## src/rtl/fft_result_fifo_if.sv

```systemverilog
// FFT result FIFO with a memory-mapped slave register interface.
// Optional fill-level interrupt is built when FFT_FIFO_IRQ_EN is defined.
module fft_result_fifo_if #(
  parameter int DATA_SIZE = 28,
  parameter int DEPTH     = 16,
  parameter int IRQ_LEVEL = 8
) (
  input  logic                 clk,
  input  logic                 reset,
  input  logic                 chipselect,
  input  logic [1:0]           address,
  input  logic                 read,
  input  logic                 write,
  input  logic [31:0]          write_data,
  output logic [31:0]          read_data,
  input  logic                 source_valid,
  input  logic [DATA_SIZE-1:0] source_data,
  input  logic                 source_eop,
  output logic                 source_ready,
  output logic                 irq
);

  localparam int AW = $clog2(DEPTH);
  localparam logic [AW:0] FULL_COUNT = (AW+1)'(DEPTH);

  typedef enum logic [1:0] {
    ADDR_DATA    = 2'd0,
    ADDR_STATUS  = 2'd1,
    ADDR_CONTROL = 2'd2,
    ADDR_FRAMES  = 2'd3
  } reg_addr_t;

  logic [DATA_SIZE:0] mem [DEPTH];
  logic [DATA_SIZE:0] head;
  logic [AW-1:0]      wr_ptr, rd_ptr;
  logic [AW:0]        count, count_next;
  logic               overflow, irq_enable;
  logic [15:0]        frame_cnt;
  logic [31:0]        rd_word;

  logic full, empty, bus_rd, bus_wr, ctrl_wr;
  logic push, pop, flush, ovf_set, ovf_clear, frames_clear;

  assign full         = (count == FULL_COUNT);
  assign empty        = (count == '0);
  assign source_ready = !full;

  assign bus_rd       = chipselect && read;
  assign bus_wr       = chipselect && write;
  assign ctrl_wr      = bus_wr && (reg_addr_t'(address) == ADDR_CONTROL);
  assign push         = source_valid && !full;
  assign pop          = bus_rd && (reg_addr_t'(address) == ADDR_DATA) && !empty;
  assign flush        = ctrl_wr && write_data[1];
  assign ovf_set      = source_valid && full;
  assign ovf_clear    = ctrl_wr && write_data[0];
  assign frames_clear = bus_wr && (reg_addr_t'(address) == ADDR_FRAMES);
  assign head         = mem[rd_ptr];

  always_comb begin
    // NOTE: default assigned first so no path through this block infers a latch.
    count_next = count;
    if (flush) begin
      count_next = '0;
    end else begin
      case ({push, pop})
        2'b10:   count_next = count + 1'b1;
        2'b01:   count_next = count - 1'b1;
        default: count_next = count;
      endcase
    end
  end

  always_comb begin
    rd_word = '0;
    case (reg_addr_t'(address))
      ADDR_DATA: begin
        if (!empty) begin
          rd_word[DATA_SIZE-1:0] = head[DATA_SIZE-1:0];
          rd_word[30]            = head[DATA_SIZE];
          rd_word[31]            = 1'b1;
        end
      end
      ADDR_STATUS: begin
        rd_word[AW:0] = count;
        rd_word[16]   = empty;
        rd_word[17]   = full;
        rd_word[18]   = overflow;
        rd_word[19]   = irq_enable;
      end
      ADDR_CONTROL: rd_word[2]    = irq_enable;
      ADDR_FRAMES:  rd_word[15:0] = frame_cnt;
      default:      rd_word       = '0;
    endcase
  end

  // NOTE: storage array has no reset; validity is tracked by count/pointers alone.
  always_ff @(posedge clk) begin
    if (push && !flush) begin
      mem[wr_ptr] <= {source_eop, source_data};
    end
  end

  // NOTE: non-blocking assignments keep every register sampling pre-edge values.
  always_ff @(posedge clk) begin
    if (reset) begin
      wr_ptr     <= '0;
      rd_ptr     <= '0;
      count      <= '0;
      overflow   <= 1'b0;
      frame_cnt  <= '0;
      irq_enable <= 1'b0;
      read_data  <= '0;
    end else begin
      count <= count_next;
      if (flush) begin
        wr_ptr <= '0;
        rd_ptr <= '0;
      end else begin
        if (push) wr_ptr <= wr_ptr + 1'b1;
        if (pop)  rd_ptr <= rd_ptr + 1'b1;
      end
      // A new overflow in the same cycle as a clear must not be lost.
      overflow <= ovf_set || (overflow && !ovf_clear);
      if (frames_clear) begin
        frame_cnt <= '0;
      end else if (push && source_eop) begin
        frame_cnt <= frame_cnt + 16'd1;
      end
      if (ctrl_wr) irq_enable <= write_data[2];
      if (bus_rd)  read_data  <= rd_word;
    end
  end

`ifdef FFT_FIFO_IRQ_EN
  localparam logic [AW:0] IRQ_THRESH = (AW+1)'(IRQ_LEVEL);
  logic irq_enable_next;

  assign irq_enable_next = ctrl_wr ? write_data[2] : irq_enable;

  always_ff @(posedge clk) begin
    if (reset) begin
      irq <= 1'b0;
    end else begin
      irq <= irq_enable_next && (count_next >= IRQ_THRESH);
    end
  end
`else
  logic [31:0] unused_irq_level;
  assign unused_irq_level = IRQ_LEVEL;
  assign irq              = 1'b0;
`endif

  logic unused_write_bits;
  assign unused_write_bits = ^write_data[31:3];

endmodule

```

## config.mk

```make
export PLATFORM = sky130hd
export DESIGN_NAME = fft_result_fifo_if
export DESIGN_NICKNAME = d
export VERILOG_FILES = /design/src/rtl/fft_result_fifo_if.sv
export SDC_FILE = /design/constraint.sdc
export NUM_CORES = 1
export LEC_CHECK = 0
export ABC_AREA = 0
export ABC_CLOCK_PERIOD_IN_PS = 4200
export CAP_MARGIN = 20
export CORE_MARGIN = 8
export CORE_UTILIZATION = 54
export DETAILED_ROUTE_END_ITERATION = 10
export PLACE_DENSITY = 0.84
export SKIP_LAST_GASP = 1
export SLEW_MARGIN = 20
export SYNTH_ARGS = -nofsm -noshare
export SYNTH_HDL_FRONTEND = slang
export SYNTH_SLANG_ARGS = --single-unit
export TNS_END_PERCENT = 1
```

## constraint.sdc

```tcl
create_clock -name clk -period 4.2 [get_ports clk]
set_input_delay 0.42 -clock clk [delete_from_list [all_inputs] [get_ports clk]]
set_output_delay 0.42 -clock clk [all_outputs]
set_load 0.01 [all_outputs]
```

==> results.cfg <==
[run_status]
status = complete, no violations

[clock_network]
htree_levels = 2
ctsHoldBuffers = 0
cts-root-buf = clkbuf_16
cts_setup_buffers = 0
clock_path_buffers = 3
clkLatencyLatePin_ps = 580
tritoncts = done
numCtsBuffers = 51
cts_sinks = 529
cts_resized = 0
clk_pin_slew_worst_paths_ps = 60

[power]
total_leakage_power_nw = 7.52
irDropWorstVdd_mv = 0.328
power_density_nw_per_um2 = 452

[sta]
setup_viol = 0
rsz0062_at_grt = false
clock_skew_ps = 15.4
max_slew_margin_pct = 32.5
period_share_pct = 74.7
period_minus_slack_ps = 3140
worstMarginPinSlew_ps = 1010
slew_viol_final = 0
hold_violations = 0
max_freq_ghz = 0.319

[grt]
grt.overflow.total = 0
grt.total_usage_pct = 20.7
top_usage_layer = met2
grt_pass1_wl_mm = 68.6
grt_use_met3_pct = 3.96
grt_start_max_net_pins = 61
antenna_found_initial = 2
met1_usage_pct = 26.6
use_met2_pct = 34.6
grt_pass1_vias = 10889

[place]
dp_hpwl_mm = 26.9
place.gp.congestion = 0.839
place_area_um2 = 22100
place_inst = 1604
port-buffer-count = 70

[logic_synthesis]
ys_seq_elements = 529
avgSynthCellArea_um2 = 19.8
synth_area_um2 = 20600
ys_warn_count = 0
synth_area_leader_cell = edfxtp_1
synth_cells = 1039
synth_async_sr_flop_share_pct = 0
ys_types = 55
synth_edf_count = 464
seq_area_frac_synth_pct = 73.9
yosys.area.top_type_share_pct = 67.6
synth.area.top_cells = edfxtp_1, mux4_2, dfxtp_1, mux2i_1, ha_1
synth_flop_cell = edfxtp_1

[critical_path]
max_stage_delay_ps = 650
critical_path_class = register to register
path_cells = nor4_2 -> a21oi_1 -> buf_4 -> inv_1 -> ha_1 -> xor2_1 -> ha_1 -> nand3b_1 -> o31ai_1 -> a221o_1 -> or3_1 -> nand3b_1
endpoint_kind = register
crit_family = simple AND/OR/NAND/NOR gates
cp-start-kind = register
arrival_ps = 3660
crit_buf_inv = 2
critPathSlowestCell = nor4_2
cp.required_ps = 4730
critPathMaxFanout = 13

[floorplan]
rows = 71
die_w_um = 211
die-height_um = 211
io_pins = 103
core_um2 = 37700
start_util_pct = 54.7
die-area_um2 = 44700

[routing]
num_vias = 10555
antenna_left = 0
drc = 0
drt_wl_total_mm = 46.1
dr.pass1.iters = 6
drt_iter0_drc = 1291
routedWlPerCell_um = 27.1
viasPerCell = 6.22

[layout]
fin_nets = 1229
post-route-util_pct = 63.1
fill_cells = 2489
final_common_cell = edfxtp_1
drive_gt1_share_pct = 23.2
area_growth_pct = 15.3
layout_common_cells = edfxtp_1, mux4_2, clkdlybuf4s50_1, dfxtp_1, clkbuf_16
final_cells = 1698
final_area_um2 = 23800

[min_path]
min_path_type = register to register

[job]
drv_cap = 0
## per-stage QoR
stage | hold slack (ps) | worst slack [ps] | TNS [ps] | power [mW]
after global placement | 438 | 790 | 0 | 6.31
final | 457 | 1060 | 0 | 10.7
after floorplan | 454 | -183 | -21280 | 6.13
after CTS | 451 | 1090 | 0 | 10.8
after global routing | 482 | 788 | 0 | 11.0
after detailed placement | 443 | 760 | 0 | 6.34
## layout make-up
class | instances | area [µm²] | share of cell area [%]
Antenna cell | 1 | 2.50 | 0.0105
Clock buffer | 62 | 1370 | 5.76
Clock inverter | 31 | 277 | 1.16
Inverter | 25 | 93.8 | 0.395
Multi-Input combinational cell | 427 | 5100 | 21.4
Sequential cell | 529 | 15200 | 64.1
Tap cell | 511 | 639 | 2.69
Timing Repair Buffer | 112 | 1050 | 4.43
## cells in the mapped netlist, types with 7 or more instances
| master | n |
|---|---|
| nor3_1 | 18 |
| nand3_1 | 11 |
| inv_1 | 25 |
| mux2i_1 | 29 |
| a22oi_1 | 12 |
| buf_4 | 13 |
| edfxtp_1 | 464 |
| mux4_2 | 133 |
| xor2_1 | 11 |
| o221ai_1 | 11 |
| nor2_1 | 39 |
| a21oi_1 | 11 |
| xnor2_1 | 10 |
| o211a_1 | 11 |
| buf_1 | 7 |
| or3_1 | 8 |
| nand4_1 | 7 |
| buf_2 | 8 |
| o21ai_0 | 16 |
| nand2_1 | 30 |
| clkbuf_1 | 31 |
| dfxtp_1 | 65 |
| ha_1 | 14 |
## state kept, by name (all words and copies together), names as in the netlist, named ones only
name	cells
wr_ptr	4
overflow	1
count	5
frame_cnt	16
read_data	30
rd_ptr	4
mem	464
irq_enable	1
## power breakdown
part / internal, mW / leakage, nW / switching [mW] / total [mW]
registers: 5.78 / 4.72 / 0.0367 / 5.82
logic: 0.163 / 1.99 / 0.249 / 0.412
clock network: 2.62 / 0.811 / 1.89 / 4.50
total: 8.57 / 7.52 / 2.17 / 10.7
## worst paths after layout
kind	cells after the start	endpoint	start	slack [ps]
hold / removal	2	read_data[25]	read_data[25]	460
setup / recovery	12	count[4]	count[0]	1060
setup reg to reg	12	count[4]	count[0]	1060
hold reg to reg	2	read_data[25]	read_data[25]	460
## metal layers
layer  vias up  routed length (µm)
met1      5438               17300
li1       4474                   -
met5         -                  13
met4         2                1710
met2       531               23200
met3       110                3870
## tightest hold or removal path: stages, from the launching register on
cell and delay (ps):
dfxtp_1 330, nand2_1 40, o21ai_0 60
## logic make-up (layout without fill, tap and decap cells)
kind of cell	count (synthesis)	count (layout)	synth area share (%)
buffers and inverters	85	230	1.87
xor gates and xnor gates	21	21	0.892
muxes	162	162	15.9
AOI/OAI and AO/OA	90	90	3.28
and+or+nand+nor	137	137	3.25
adders and majority gates	14	14	0.850
DFF	529	529	73.9
other	1	4	0.0182
Note: power is estimated with default switching activity, not from simulation.
